`config.mk`:
```
export PLATFORM = sky130hd
export DESIGN_NAME = window_buffer_kxk_flat
export DESIGN_NICKNAME = d
export VERILOG_FILES = /design/src/rtl/window_buffer_kxk_pkg.sv /design/src/rtl/window_buffer_kxk_if.sv /design/src/rtl/window_buffer_kxk_line_index.sv /design/src/rtl/window_buffer_kxk.sv /design/src/flat_wrapper.sv
export SDC_FILE = /design/constraint.sdc
export NUM_CORES = 1
export LEC_CHECK = 0
export CORE_UTILIZATION = 65
export DETAILED_ROUTE_END_ITERATION = 10
export DONT_BUFFER_PORTS = 1
export PLACE_DENSITY = 0.81
export SETUP_SLACK_MARGIN = 0.15
export SLEW_MARGIN = 20
export SYNTH_ARGS = -nofsm -noshare
export SYNTH_HDL_FRONTEND = slang
export SYNTH_HIERARCHICAL = 1
export SYNTH_SLANG_ARGS = --single-unit
```
`constraint.sdc`:
```
create_clock -name clk -period 8.3 [get_ports clk]
set_input_delay 0 -clock clk [delete_from_list [all_inputs] [get_ports clk]]
set_output_delay 0 -clock clk [all_outputs]
set_load 0.05 [all_outputs]
```
`src/rtl/window_buffer_kxk_pkg.sv`:
```
// Shared types and index helpers for the WIN x WIN sliding window buffer.
package window_pkg;

    // Direction the window moves over the image.
    typedef enum logic [1:0] {
        DIR_RIGHT = 2'b00,
        DIR_LEFT  = 2'b01,
        DIR_DOWN  = 2'b10,
        DIR_UP    = 2'b11
    } shift_dir_t;

    typedef enum logic [1:0] {
        IDLE  = 2'b00,
        FILL  = 2'b01,
        READY = 2'b10,
        LOAD  = 2'b11
    } wb_state_t;

    // Element index written by the cnt-th accepted pixel. A full fill runs
    // in raster order; a line load targets the line vacated by the slide.
    function automatic int wr_index(shift_dir_t dir, int cnt, int win, logic is_fill);
        int idx;
        idx = cnt;
        if (!is_fill) begin
            case (dir)
                DIR_RIGHT: idx = cnt * win + (win - 1);
                DIR_LEFT:  idx = cnt * win;
                DIR_DOWN:  idx = (win - 1) * win + cnt;
                default:   idx = cnt;
            endcase
        end
        return idx;
    endfunction

    // Source element feeding element (r, c) during a slide; -1 marks the
    // vacated line, which is cleared.
    function automatic int slide_src(shift_dir_t dir, int r, int c, int win);
        int src;
        src = -1;
        case (dir)
            DIR_RIGHT: if (c < win - 1) src = r * win + c + 1;
            DIR_LEFT:  if (c > 0)       src = r * win + c - 1;
            DIR_DOWN:  if (r < win - 1) src = (r + 1) * win + c;
            default:   if (r > 0)       src = (r - 1) * win + c;
        endcase
        return src;
    endfunction

endpackage

```
`src/rtl/window_buffer_kxk_if.sv`:
```
// Command, pixel stream and window result bundle of the window buffer.
interface window_buffer_kxk_if #(
    parameter int PIX_W = 8,
    parameter int WIN   = 3,
    parameter int CNT_W = $clog2(WIN * WIN + 1)
) ();
    import window_pkg::*;

    logic                       start_fill;
    logic                       start_shift;
    shift_dir_t                 shift_dir;
    logic                       abort;
    logic [PIX_W-1:0]           pix_in;
    logic                       pix_valid;
    logic                       pix_ready;
    logic [WIN*WIN*PIX_W-1:0]   win_out;
    logic                       win_valid;
    logic                       fill_done;
    logic                       shift_done;
    logic                       cmd_err;
    logic [CNT_W-1:0]           count;

    modport master (
        output start_fill, start_shift, shift_dir, abort, pix_in, pix_valid,
        input  pix_ready, win_out, win_valid, fill_done, shift_done, cmd_err, count
    );

    modport slave (
        input  start_fill, start_shift, shift_dir, abort, pix_in, pix_valid,
        output pix_ready, win_out, win_valid, fill_done, shift_done, cmd_err, count
    );

endinterface

```
`src/rtl/window_buffer_kxk_line_index.sv`:
```
// Maps the latched direction and accept count to the element being written.
module wb_line_index
    import window_pkg::*;
#(
    parameter int WIN   = 3,
    parameter int CNT_W = $clog2(WIN * WIN + 1),
    parameter int IDX_W = $clog2(WIN * WIN)
) (
    input  shift_dir_t       i_dir,
    input  logic [CNT_W-1:0] i_count,
    input  logic             i_is_fill,
    output logic [IDX_W-1:0] o_idx
);

    // Pure index arithmetic, no state.
    always_comb begin
        o_idx = IDX_W'(wr_index(i_dir, int'(i_count), WIN, i_is_fill));
    end

endmodule

```
`src/rtl/window_buffer_kxk.sv`:
```
// WIN x WIN pixel window: full raster fill, one-step slide plus line reload.
module window_buffer_kxk
    import window_pkg::*;
#(
    parameter int PIX_W = 8,
    parameter int WIN   = 3,
    parameter int CNT_W = $clog2(WIN * WIN + 1)
) (
    input logic               clk,
    input logic               rst,
    window_buffer_kxk_if.slave bus
);

    localparam int N     = WIN * WIN;
    localparam int IDX_W = $clog2(N);

    wb_state_t        r_state;
    wb_state_t        w_next_state;
    logic [CNT_W-1:0] r_count;
    logic [CNT_W-1:0] w_count_next;
    shift_dir_t       r_dir;
    logic [PIX_W-1:0] r_win      [N];
    logic [PIX_W-1:0] w_win_next [N];
    logic             r_fill_done;
    logic             r_shift_done;
    logic             r_cmd_err;
    logic             w_fill_done;
    logic             w_shift_done;
    logic             w_cmd_err;
    logic             w_slide;
    logic             w_pix_ready;
    logic             w_accept;
    logic [IDX_W-1:0] w_wr_idx;
    int               w_src;

    // An abort wins over a pixel offered in the same cycle.
    assign w_pix_ready = (r_state == FILL) || (r_state == LOAD);
    assign w_accept    = bus.pix_valid && w_pix_ready && !bus.abort;

    wb_line_index #(
        .WIN   (WIN),
        .CNT_W (CNT_W),
        .IDX_W (IDX_W)
    ) u_line_index (
        .i_dir     (r_dir),
        .i_count   (r_count),
        .i_is_fill (r_state == FILL),
        .o_idx     (w_wr_idx)
    );

    // State register.
    always_ff @(posedge clk) begin
        // NOTE: sequential state uses <= so every flop samples pre-edge values.
        if (rst) r_state <= IDLE;
        else     r_state <= w_next_state;
    end

    // Next state, accept counter and completion/error pulses.
    always_comb begin
        // NOTE: every output gets a default first so no path infers a latch.
        w_next_state = r_state;
        w_count_next = r_count;
        w_cmd_err    = 1'b0;
        w_fill_done  = 1'b0;
        w_shift_done = 1'b0;
        w_slide      = 1'b0;
        unique case (r_state)
            IDLE: begin
                if (bus.start_fill) begin
                    w_next_state = FILL;
                    w_count_next = '0;
                end else if (bus.start_shift) begin
                    w_cmd_err = 1'b1;
                end
            end
            FILL: begin
                w_cmd_err = bus.start_fill || bus.start_shift;
                if (bus.abort) begin
                    w_next_state = IDLE;
                    w_count_next = '0;
                end else if (w_accept) begin
                    if (r_count != CNT_W'(N)) w_count_next = r_count + 1'b1;
                    if (r_count == CNT_W'(N - 1)) begin
                        w_next_state = READY;
                        w_fill_done  = 1'b1;
                    end
                end
            end
            READY: begin
                if (bus.start_fill) begin
                    w_next_state = FILL;
                    w_count_next = '0;
                end else if (bus.start_shift) begin
                    w_next_state = LOAD;
                    w_count_next = '0;
                    w_slide      = 1'b1;
                end
            end
            LOAD: begin
                w_cmd_err = bus.start_fill || bus.start_shift;
                if (bus.abort) begin
                    w_next_state = IDLE;
                    w_count_next = '0;
                end else if (w_accept) begin
                    if (r_count != CNT_W'(WIN)) w_count_next = r_count + 1'b1;
                    if (r_count == CNT_W'(WIN - 1)) begin
                        w_next_state = READY;
                        w_shift_done = 1'b1;
                    end
                end
            end
            default: w_next_state = IDLE;
        endcase
    end

    // Counter, latched slide direction and registered pulses.
    always_ff @(posedge clk) begin
        if (rst) begin
            r_count      <= '0;
            r_dir        <= DIR_RIGHT;
            r_fill_done  <= 1'b0;
            r_shift_done <= 1'b0;
            r_cmd_err    <= 1'b0;
        end else begin
            r_count      <= w_count_next;
            r_fill_done  <= w_fill_done;
            r_shift_done <= w_shift_done;
            r_cmd_err    <= w_cmd_err;
            if (w_slide) r_dir <= bus.shift_dir;
        end
    end

    // Next window: whole-window slide on a shift command, else one pixel write.
    always_comb begin
        w_win_next = r_win;
        w_src      = 0;
        if (w_slide) begin
            for (int r = 0; r < WIN; r++) begin
                for (int c = 0; c < WIN; c++) begin
                    w_src = slide_src(bus.shift_dir, r, c, WIN);
                    w_win_next[IDX_W'(r * WIN + c)] = (w_src < 0) ? '0 : r_win[IDX_W'(w_src)];
                end
            end
        end else if (w_accept) begin
            w_win_next[w_wr_idx] = bus.pix_in;
        end
    end

    // Window register array.
    always_ff @(posedge clk) begin
        // NOTE: the window array is reset because a cleared window is observable state.
        if (rst) begin
            for (int i = 0; i < N; i++) r_win[i] <= '0;
        end else begin
            r_win <= w_win_next;
        end
    end

    // Flatten the window for the convolution datapath.
    always_comb begin
        bus.win_out = '0;
        for (int i = 0; i < N; i++) bus.win_out[i*PIX_W +: PIX_W] = r_win[i];
    end

    assign bus.pix_ready  = w_pix_ready;
    assign bus.win_valid  = (r_state == READY);
    assign bus.fill_done  = r_fill_done;
    assign bus.shift_done = r_shift_done;
    assign bus.cmd_err    = r_cmd_err;
    assign bus.count      = r_count;

endmodule

```
`src/flat_wrapper.sv`:
```
// flat-port wrapper written by rule: the top's interface ports become plain ports
module window_buffer_kxk_flat import window_pkg::*;
#(
    parameter int PIX_W = 8,
    parameter int WIN   = 3,
    parameter int CNT_W = $clog2(WIN * WIN + 1)
)
  (clk, rst, bus_start_fill, bus_start_shift, bus_shift_dir, bus_abort, bus_pix_in, bus_pix_valid, bus_pix_ready, bus_win_out, bus_win_valid, bus_fill_done, bus_shift_done, bus_cmd_err, bus_count);
  window_buffer_kxk_if #(.PIX_W(PIX_W), .WIN(WIN), .CNT_W(CNT_W)) bus_i ();
  input logic clk;
  input logic rst;
  input wire logic [$bits(bus_i.start_fill)-1:0] bus_start_fill;
  input wire logic [$bits(bus_i.start_shift)-1:0] bus_start_shift;
  input wire logic [$bits(bus_i.shift_dir)-1:0] bus_shift_dir;
  input wire logic [$bits(bus_i.abort)-1:0] bus_abort;
  input wire logic [$bits(bus_i.pix_in)-1:0] bus_pix_in;
  input wire logic [$bits(bus_i.pix_valid)-1:0] bus_pix_valid;
  output wire logic [$bits(bus_i.pix_ready)-1:0] bus_pix_ready;
  output wire logic [$bits(bus_i.win_out)-1:0] bus_win_out;
  output wire logic [$bits(bus_i.win_valid)-1:0] bus_win_valid;
  output wire logic [$bits(bus_i.fill_done)-1:0] bus_fill_done;
  output wire logic [$bits(bus_i.shift_done)-1:0] bus_shift_done;
  output wire logic [$bits(bus_i.cmd_err)-1:0] bus_cmd_err;
  output wire logic [$bits(bus_i.count)-1:0] bus_count;
  assign bus_i.start_fill = bus_start_fill;
  assign bus_i.start_shift = bus_start_shift;
  assign bus_i.shift_dir = bus_shift_dir;
  assign bus_i.abort = bus_abort;
  assign bus_i.pix_in = bus_pix_in;
  assign bus_i.pix_valid = bus_pix_valid;
  assign bus_pix_ready = bus_i.pix_ready;
  assign bus_win_out = bus_i.win_out;
  assign bus_win_valid = bus_i.win_valid;
  assign bus_fill_done = bus_i.fill_done;
  assign bus_shift_done = bus_i.shift_done;
  assign bus_cmd_err = bus_i.cmd_err;
  assign bus_count = bus_i.count;
  window_buffer_kxk #(.PIX_W(PIX_W), .WIN(WIN), .CNT_W(CNT_W)) u_core (.clk(clk), .rst(rst), .bus(bus_i));
endmodule
```
# [Yosys cells after proc, flatten, opt, wreduce, memory -nomap -nowiden]
# Cells that the tools add are included.
[word_totals] output_inout_bits=81 wordCells=167 input_bits=16 register_bits=83
[op_classes] magnitude_cmp=18 n_reduce_logical=17 multipliers=1 bitwise_logic=13 muxes=81 eq_ne=19 add_sub_neg=3
[op_table] cell="$pmux 32 s3" n=4
[op_table] cell="$bmux 8 s4" n=8
[op_table] cell="$lt 32x1->1 const B" n=8
[op_table] cell="$mux 32" n=8
[op_table] cell="$mux 8" n=25
[op_table] cell="$pmux 32 s2" n=3
[op_table] cell="$bwmux 72" n=1
[op_table] cell="$mux 72" n=1
[op_table] cell="$mux 64" n=1
[op_table] cell="$ge 4x5->1 const B" n=8
[op_table] cell="$mux 4" n=10
[op_table] cell="$demux 8 s4" n=1
[op_table] cell="$not 4->4" n=8
[op_table] cell="$mux 2" n=9
[op_table] cell="$pmux 4 s4" n=1
[op_table] cell="$ne 3x2->1 const B" n=4
[op_table] cell="$pmux 4 s3" n=1
[op_table] cell="$reduce_and 6->1" n=2
[op_table] cell="$ne 3x3->1 const B" n=3
[op_table] cell="$pmux 3 s3" n=1
[op_table] cell="$eq 2x2->1 const B" n=4
[op_table] cell="$pmux 2 s4" n=1
[op_table] cell="$reduce_or 4->1" n=2
[op_table] cell="$eq 2x1->1 const B" n=3
[op_table] cell="other kinds (22)" n=35

# [Logic depth before layout (Yosys ltp)]
# Gate-level depths: netlist of the first run.
[logic_depth] ltp_word=12 mapped_depth=14 ltp_nobuf=12

# [Modules after synthesis]
# Netlist of the first run, hierarchy kept.
[by_module_without_submodules] mod="window_buffer_kxk" area_each_um2=5356.4 cells_per_inst=595 seq_area_each_um2=1661.6 n_inst=1
[by_module_without_submodules] mod="wb_line_index" area_each_um2=245.2 cells_per_inst=31 seq_area_each_um2=0.0 n_inst=1

# [Least setup slack after synthesis of the first run]
# OpenSTA, ideal clock, no wires.
[synth_path] path_type="register to register" start="reg u_core.r_count[1] (netlist: u_core/bus.count[1])" end="reg u_core.r_win (netlist bit u_core/bus.win_out[10])" stages_incl_launch_ff=14 setup_time_ns=0.140 arrival_ns=3.632 slack_ns=4.528 synth_period_minus_slack_ns=3.772 required_ns=8.160 n_path_buf=1 cell_sequence="dfxtp_1 -> ha_1 -> inv_1 -> fa_1 -> inv_1 -> ha_1 -> nor2b_4 -> xnor3_1 -> a221oi_2 -> or4b_1 -> buf_2 -> nor3_4 -> mux2i_1 -> o22ai_2"
[synth_via] elab_chain_len=12 word_cells_on_any_way=14 classes_between="add/sub: 2; mul: 1; order compare: 2; mux: 7; bitwise: 1; reduce/logical: 1"
[synth_lines] element="start: declaration" line="window_buffer_kxk.sv:19" source="logic [CNT_W-1:0] r_count;"
[synth_lines] element="start signal: assignment" line="window_buffer_kxk.sv:125" source="r_count <= w_count_next;"
[synth_lines] element="$mul 4x2->4" line="window_buffer_kxk_pkg.sv:26, window_buffer_kxk_pkg.sv:27"
[synth_lines] element="$add 4x2->4" line="window_buffer_kxk_pkg.sv:26" source="DIR_RIGHT: idx = cnt * win + (win - 1);"
[synth_lines] element="$pmux 4 s3 (*)" line="window_buffer_kxk_pkg.sv:25" source="case (dir)"
[synth_lines] element="$mux 4 (*)" line="window_buffer_kxk_pkg.sv:24" source="if (!is_fill) begin"
[synth_lines] element="via u_core.w_wr_idx[3]" line="window_buffer_kxk.sv:33" source="logic [IDX_W-1:0] w_wr_idx;"
[synth_lines] element="$not 4->5 (implied by the code) (*)" line="window_buffer_kxk.sv:145" source="w_win_next[w_wr_idx] = bus.pix_in;"
[synth_lines] element="$ge 5x5->1 (implied by the code) / $lt 5x1->1 (equally long branches)" line="window_buffer_kxk.sv:145"
[synth_lines] element="$logic_and 1x1->1 (implied by the code)" line="window_buffer_kxk.sv:145"
[synth_lines] element="$mux 8 (implied by the code)" line="window_buffer_kxk.sv:145"
[synth_lines] element="$demux 8 s4 (*)" line="window_buffer_kxk.sv:145"
[synth_lines] element="$bwmux 72 (*)" line="window_buffer_kxk.sv:145"
[synth_lines] element="$mux 72 (*)" line="window_buffer_kxk.sv:144" source="end else if (w_accept) begin"
[synth_lines] element="$mux 64 (*)" line="window_buffer_kxk.sv:137" source="if (w_slide) begin"
[synth_lines] element="end signal: assignment" line="window_buffer_kxk.sv:155" source="r_win <= w_win_next;"
[synth_lines] element="end: declaration" line="window_buffer_kxk.sv:22" source="logic [PIX_W-1:0] r_win [N];"
# Mark *: on every way through the listed nets, which the timed path passes. The rest lies on a longest branch. The select of a mux whose other input is x is not followed.
# A chain may end at the register's enable or synchronous reset.

# [Worst setup path in the final report of the first run]
[layout_path] start="reg u_core.r_count[0] (netlist: u_core/bus.count[0])" end="reg u_core.r_win (netlist bit u_core/bus.win_out[39])"
# The elaborated chain is that of the path after synthesis.

==> results.toml, run 1 <==
[sta]
finalSetupViolations = 0
setup-tns-final_ns = 0
skew_ns = 0.01105
tightestPinTransition_ns = 1.243
hold_viol_final = 0
slew_headroom = 0.1649
fmax_mhz = 210.1
fin_crit_sh = 0.5733
rsz0062_at_grt = "false"
min_period_ns = 4.759
final_max_slew_viol_count = 0

[logic_synthesis]
synth_compound_area_frac = 0.1753
avgSynthCellArea_um2 = 8.948
synth_top_family_by_area = "multiplexers"
muxShareOfSynthArea = 0.2287
synth_fa_ha_area_frac = 0.03261
synth_area_leaders = "dfxtp_1 30%, mux2i_1 10%, mux4_2 9.6%, nor3_1 5.1%, nor2_1 3.8%"
synth_flop_cell = "dfxtp_1"
synthSimpleGateAreaFrac = 0.2111
yosysWarnings = 6
yosys.area_share.xor_xnor = 0.007148
yosysMostFrequentCell = "dfxtp_1"
yosysTopAreaCell = "dfxtp_1"
ys_ff_latch = 83
yosysUniqueCellTypes = 56
synth_top_area_share = 0.2966
synth_fp_nets = 656
synth_edf_count = 0
ys_async_sr_fraction = 0
synth-seq-area-share = 0.2966
synthCells = 626
ys_top_cells_by_count = "83 x dfxtp_1, 57 x nor2_1, 57 x nor3_1"
synth.cell_area_mm2 = 0.005602

[worst_setup_path]
worst_ep_arrival_time_ns = 5.07
rrSetupSlack_ns = 3.54
worstSetupPathType = "register to register"
required_ns = 8.62
start_kind = "register"
cp-end-kind = "register"
crit_path_max_fanout = 13

[clock_tree]
clk_latency_ns = 0.37
cts-htree-levels = 3
clock_path_buffers = 2
cts_buffers = 9
clockRootBuffer = "clkbuf_8"
cts_tree = "yes"
cts.clk_slew.worst_paths_ns = 0.09
cts.sinks = 83
cts_setup_buffers = 0

[route]
routed_wl_um = 18690
drtIter0Drc = 901
wl_per_cell_um = 25.71
drt_first_pass_iters = 7
route.detailed.drc = 0
postRouteAntennaNets = 0
num_vias = 5582
routed_via_density = 7.678

[pwr]
peakVddDrop_mv = 0.09450
intPower_mw = 0.5720
p_sw_frac = 0.3055
finalPower_mw = 0.8236
clkPwrFrac = 0.351
power_density_mw_per_mm2 = 136.7
total_leakage_power_nw = 1.870
power_switching_mw = 0.2516
combPwrFrac = 0.145
seq_power_share = 0.504

[grt]
antenna_found_initial = 0
grt_max_degree = 64
grt_pass1_vias = 5332
grt_overflow_total = 0
grt_usage = 0.4268
grt_pass1_wl_um = 28490

[floorplanning]
die-area_mm2 = 0.008993
io_pins = 97
design.core.area_mm2 = 0.008258
fp.dieH_um = 94.83
start_util = 0.6783
die_x_um = 94.83
num_rows = 33

[run_status]
status = "finished, final reports clean"

[layout]
nNetsFinal = 647
antenna_cells = 0
stdcell_area_mm2 = 0.006027
seq_area_mm2 = 0.001662
layout-drive-gt1-share = 0.1286
nFillCells = 634
instances_no_fill = 727
syn_to_final_growth_pct = 7.594
multi_input_area_mm2 = 0.003705

[job]
cap_violations = 0

[worst_hold_path]
hp-class = "input pin to register"

[placement]
hpwl_um = 11640
place_congestion = 0.8946
dpl.cell_count = 691
dpl-instance-area_mm2 = 0.005622
port_buffers = 0
-- placed cells by master (no fill, tap or decap), drive strengths merged, types with 16 or more instances in the layout --
master / n
mux2: 16
nor3: 58
a21oi: 39
inv: 18
o22ai: 16
dlygate4sd3: 19
mux2i: 56
a311oi: 20
o21ai: 22
nor2: 58
mux4: 24
nand2: 44
dfxtp: 83
-- logic make-up (layout without fill, tap and decap cells) --
kind of cell    after synthesis  in the layout
simple gates                226            226
compound gates              139            139
mux                          96             96
flops                        83             83
buf+inv                      65             61
fa+ha+maj                    14             14
xor+xnor                      3              3
-- layer usage --
layer | GRT usage | wire (um)
met1 | 0.5511 | 6608
met2 | 0.6205 | 8012
met3 | 0.1377 | 3180
met4 | 0.2449 | 889
met5 | 0.02976 | 0
-- final cells by class --
| class | instances | area share |
|---|---|---|
| multi-input combinational | 478 | 0.6147 |
| sequential | 83 | 0.2757 |
| timing repair buffer | 28 | 0.04609 |
| clock buffer | 12 | 0.02574 |
| tap | 105 | 0.02180 |
| inverter | 17 | 0.01059 |
| clock inverter | 4 | 0.005398 |
-- repair_timing --
item	in CTS	in global routing
hold endpoints to repair	83	0
gates resized for setup	0	0
hold buffers	20	0
-- critical path, stage by stage (launching register included) --
cell and delay (ns):
dfxtp_1 0.87, ha_1 0.27, inv_1 0.05, fa_1 0.51, inv_1 0.05, ha_1 0.19, nor2b_4 0.12, xnor3_1 0.30
a221oi_2 0.10, or4b_1 0.69, nor2_1 0.68, a22oi_1 0.15, a21oi_1 0.17, dlygate4sd3_1 0.55
-- through the flow --
step	worst slack (ns)	utilization	hold WS, ns
after global placement	4.078	0.6797	0.07927
after global routing	3.401	0.7298	0.02709
after detailed placement	3.994	0.6808	0.08163
after CTS	3.582	0.7298	0.003553
final	3.541	0.7298	0.01475
after floorplan	4.528	-	0.1360
-- sequential cells by signal, summed over array words and instances, names as in the netlist --
signal                 count
u_core/bus.cmd_err         1
u_core/bus.shift_done      1
u_core/bus.fill_done       1
u_core/r_state             2
u_core/bus.win_out        72
u_core/r_dir               2
u_core/bus.count           4
-- final timing paths --
check                                   start                                  end  cells after the start
max          u_core/bus.count[0]$_SDFFE_PP0P_  u_core/bus.win_out[39]$_SDFFE_PP0P_                     13
min                             bus_pix_valid   u_core/bus.win_out[7]$_SDFFE_PP0P_                      3
max reg2reg  u_core/bus.count[0]$_SDFFE_PP0P_  u_core/bus.win_out[39]$_SDFFE_PP0P_                     13
min reg2reg      u_core/r_dir[1]$_SDFFE_PP0N_         u_core/r_dir[1]$_SDFFE_PP0N_                      2
-- power by group through the flow --
stage               combinational, mW  clock (mW)  sequential [mW]
global route                    0.124       0.304            0.416
global placement               0.0954           0            0.424
CTS                             0.114       0.288            0.415
floorplan                      0.0806           0            0.423
finish                          0.120       0.289            0.415
detailed placement             0.0972           0            0.424
(Power assumes the default switching activity.)
==> run 2: changes to the inputs <==
clock period = 4.45 ns   (was 8.3 ns; I/O delays follow)
==> results.toml, run 2 (synthesis gave the netlist of run 1 again) <==
[route]
wl_per_cell_um = 25.36
routed_via_density = 7.512
routed_wl_um = 18690
drtIter0Drc = 824
num_vias = 5536
postRouteAntennaNets = 0
route.detailed.drc = 0
drt_first_pass_iters = 7

[sta]
whs_ns = 0.02068
setup-tns-final_ns = 0
fin_crit_sh = 0.9043
tightestPinTransition_ns = 1.136
skew_ns = 0.01167
rsz0062_at_grt = "false"
finalSetupViolations = 0
final_max_slew_viol_count = 0
hold_viol_final = 0
slew_headroom = 0.2429
fmax_mhz = 248.5
min_period_ns = 4.024

[floorplanning]
num_rows = 33
die-area_mm2 = 0.008993
die_x_um = 94.83
start_util = 0.6783
fp.dieH_um = 94.83
design.core.area_mm2 = 0.008258
io_pins = 97

[grt]
grt_overflow_total = 0
antenna_found_initial = 0
grt_usage = 0.4306
grt_pass1_wl_um = 28950
grt_max_degree = 64
grt_pass1_vias = 5329

[layout]
nNetsFinal = 657
largest_reg_flops = 72
layout-drive-gt1-share = 0.1440
antenna_cells = 0
syn_to_final_growth_pct = 9.158
final_common_cell = "dfxtp_1"
stdcell_area_mm2 = 0.006115
final_cell_mix = "83 x dfxtp_1, 57 x nor2_1, 57 x nor3_1"

[worst_setup_path]
cpLargestDelayFamily = "simple AND/OR/NAND/NOR gates"
path_cells = "ha_1, inv_1, fa_1, inv_1, ha_1, nor2b_4, xnor3_1, a221oi_2, or4b_1, nor2_1, a22oi_1, a21oi_1, dlygate4sd3_1"
cp.buffers_inverters = 3
required_ns = 4.76
slowest_delay_ns = 0.69
cp-end-kind = "register"
start_kind = "register"
worst_ep_arrival_time_ns = 4.34
crit_path_max_fanout = 6
worstSetupPathType = "register to register"
slowest_stage = "or4b_1"

[pwr]
total_leakage_power_nw = 1.945
power_density_mw_per_mm2 = 259.0
peakVddDrop_mv = 0.2054
finalPower_mw = 1.584

[clock_tree]
clock_path_buffers = 2
cts_setup_buffers = 0
cts.clk_slew.worst_paths_ns = 0.09
ctsResizeCount = 0
cts-htree-levels = 3
clockRootBuffer = "clkbuf_8"
clk_latency_ns = 0.37
cts.sinks = 83
cts_buffers = 9
cts_tree = "yes"
hold_buffers = 19

[placement]
port_buffers = 0
place_congestion = 0.9253
hpwl_um = 11820
dpl-instance-area_mm2 = 0.005695

[job]
cap_violations = 0

[run_status]
status = "finished, final reports clean"

[worst_hold_path]
hp-class = "input pin to register"
-- run 2: changes by cell type in the layout (fill, tap and decap cells not counted), sizes merged --
cell         delta
dlygate4sd3     -1
bufinv          +1
clkinvlp        -2
inv             +1
buf            +11
-- run 2: area by class of cell --
cell class	instances	area, um2
multi-input cells	478	3696
well taps	105	131.4
clock buffers	12	155.1
flip-flops and latches	83	1662
clock inverters	4	56.30
inverters	17	63.81
repair buffers	38	350.3
fillers	630	2143
-- run 2: per-layer routing --
| metal | GRT usage | up-vias | share of wire |
|---|---|---|---|
| met5 | 0.05952 | - | 0.0019 |
| met4 | 0.2222 | 2 | 0.042 |
| met3 | 0.1546 | 68 | 0.17 |
| met2 | 0.6127 | 481 | 0.43 |
| met1 | 0.5645 | 2615 | 0.36 |
| li1 | - | 2370 | - |
-- run 2: power by group --
group          internal, mW  total [mW]  leakage [nW]  switching (mW)
registers             0.748       0.771         0.669          0.0236
clock network         0.296       0.590         0.108           0.295
logic                0.0812       0.222          1.17           0.141
-- run 2: path summary, 6_finish.rpt --
| path | to | startpoint | depth (start not counted) | slack [ns] |
|---|---|---|---|---|
| worst min register to register | u_core/r_dir[1]$_SDFFE_PP0N_ | u_core/r_dir[1]$_SDFFE_PP0N_ | 2 | 0.51 |
| worst max register to register | u_core/bus.win_out[39]$_SDFFE_PP0P_ | u_core/bus.count[1]$_SDFFE_PP0P_ | 13 | 0.43 |
| worst max-delay path | u_core/bus.win_out[39]$_SDFFE_PP0P_ | u_core/bus.count[1]$_SDFFE_PP0P_ | 13 | 0.43 |
| worst min-delay path | u_core/bus.count[3]$_SDFFE_PP0P_ | bus_start_fill | 3 | 0.02 |
-- run 2: tightest hold or removal path, cell delays in order --
cell      delay (ns)
a211oi_1        0.09
o21ai_0         0.19
a21oi_1         0.06
-- run 2: stage by stage --
step	instances	worst slack, ns	utilization
floorplan	626	0.6779	-
global placement	702	0.9339	0.6897
detailed placement	702	0.8319	0.6897
CTS	737	0.5281	0.7405
global route	737	0.2095	0.7405
finish	737	0.4260	0.7405
==> run 3: changes to the inputs <==
CORE_MARGIN = 10   (was unset)
==> results.toml, run 3 (synthesis gave the netlist of run 1 again) <==
[pwr]
power_density_mw_per_mm2 = 255.9
total_leakage_power_nw = 1.960
peakVddDrop_mv = 0.2257

[sta]
setup-tns-final_ns = 0
hold_viol_final = 0
rsz0062_at_grt = "false"
fmax_mhz = 241.1
min_period_ns = 4.147
final_max_slew_viol_count = 0
tightestPinTransition_ns = 1.219
skew_ns = 0.01373
fin_crit_sh = 0.9319
finalSetupViolations = 0
slew_headroom = 0.1876

[worst_hold_path]
hp-class = "input pin to register"
worstHoldStart = "bus_start_shift"

[route]
drtIter0Drc = 929
routed_via_density = 7.680
route.detailed.drc = 0
drt_first_pass_iters = 7
routed_wl_um = 20550
postRouteAntennaNets = 0
wl_per_cell_um = 27.74
num_vias = 5691

[worst_setup_path]
r2r-start = "u_core/bus.count[1]$_SDFFE_PP0P_"
reg2reg_depth = 12
required_ns = 4.76
rrSetupSlack_ns = 0.30
worstSetupPathType = "register to register"
worst_ep_arrival_time_ns = 4.45
crit_path_max_fanout = 10
reg2reg_to = "u_core/bus.win_out[63]$_SDFFE_PP0P_"
crit_start = "u_core/bus.count[1]$_SDFFE_PP0P_"
start_kind = "register"
cp-end-kind = "register"
endpoint = "u_core/bus.win_out[63]$_SDFFE_PP0P_"

[floorplanning]
num_rows = 33
die_x_um = 112.8
die-area_mm2 = 0.01273
start_util = 0.6750
design.core.area_mm2 = 0.008299
io_pins = 97
fp.dieH_um = 112.8

[layout]
instances_no_fill = 741
final_common_cell = "dfxtp_1"
final_cell_mix = "83 x dfxtp_1, 57 x nor2_1, 56 x nor3_1, 56 x mux2i_1, 44 x nand2_1"
nNetsFinal = 661
largest_reg_flops = 72
stdcell_area_mm2 = 0.006137
layout-drive-gt1-share = 0.1525
syn_to_final_growth_pct = 9.560
antenna_cells = 0

[placement]
dpl-instance-area_mm2 = 0.005738
hpwl_um = 13320
place_congestion = 0.9545
dpl.cell_count = 707
port_buffers = 0

[clock_tree]
clockRootBuffer = "clkbuf_8"
cts_tree = "yes"
ctsResizeCount = 0
cts-htree-levels = 3
cts_buffers = 9
cts.clk_slew.worst_paths_ns = 0.10
hold_buffers = 18
clock_path_buffers = 2
cts_setup_buffers = 0
cts.sinks = 83
clk_latency_ns = 0.36

[job]
cap_violations = 0

[run_status]
status = "finished, final reports clean"

[grt]
grt_overflow_total = 0
antenna_found_initial = 0
grt_pass1_wl_um = 31880
grt_max_degree = 64
grt_pass1_vias = 5448
grt_usage = 0.3106
==> run 3: area by class of cell <==
cell class	instances	area, um2
fillers	595	2162
clock inverters	5	60.06
repair buffers	42	377.9
multi-input cells	478	3701
inverters	17	63.81
clock buffers	11	141.4
well taps	105	131.4
flip-flops and latches	83	1662
==> run 3: worst max-delay path, stage by stage, from the launching register on <==
cell	delay (ns)
dfxtp_1	0.52
ha_1	0.24
inv_1	0.07
fa_1	0.50
inv_1	0.05
ha_1	0.19
nor2b_4	0.12
xnor3_1	0.36
a221oi_2	0.47
nand4bb_1	0.36
o21ai_1	0.28
a311oi_1	0.33
dlygate4sd3_1	0.60
==> run 3: worst min-delay path by stage <==
stage                     cells after the start                                  end  slack (ns)
after floorplan                               2         u_core/r_dir[0]$_SDFFE_PP0N_        0.14
after global placement                        1  u_core/bus.win_out[68]$_SDFFE_PP0P_        0.08
after detailed placement                      1  u_core/bus.win_out[31]$_SDFFE_PP0P_        0.08
after CTS                                     3       u_core/r_state[0]$_SDFFE_PP0P_       0.004
after global routing                          3     u_core/bus.count[1]$_SDFFE_PP0P_        0.03
final                                         3       u_core/r_state[0]$_SDFFE_PP0P_        0.02
==> run 3: per-layer routing <==
| layer | wire length (um) | vias up | part of all wire | global-route usage |
|---|---|---|---|---|
| met2 | 8981 | 520 | 0.44 | 0.4639 |
| met1 | 6909 | 2642 | 0.34 | 0.3845 |
| met5 | 0 | - | 0 | 0 |
| li1 | - | 2382 | - | - |
| met4 | 1150 | 0 | 0.056 | 0.1497 |
| met3 | 3511 | 147 | 0.17 | 0.1189 |
==> run 3: report_power, final <==
part / internal (mW) / switching (mW)
sequential: 0.748 / 0.0241
clock: 0.277 / 0.295
combinational: 0.0826 / 0.144
total: 1.11 / 0.463
==> run 3: through the flow <==
step / hold slack, ns / total power, mW / worst slack, ns / utilization
6_report: 0.01759 / 1.571 / 0.3031 / 0.7395
5_1_grt: 0.02818 / 1.618 / 0.1643 / 0.7395
4_1_cts: 0.004281 / 1.559 / 0.5386 / 0.7395
3_5_place_dp: 0.08270 / 0.9769 / 0.6394 / 0.6914
3_3_place_gp: 0.07874 / 0.9718 / 0.7476 / 0.6908
2_1_floorplan: 0.1360 / 0.9394 / 0.6779 / -
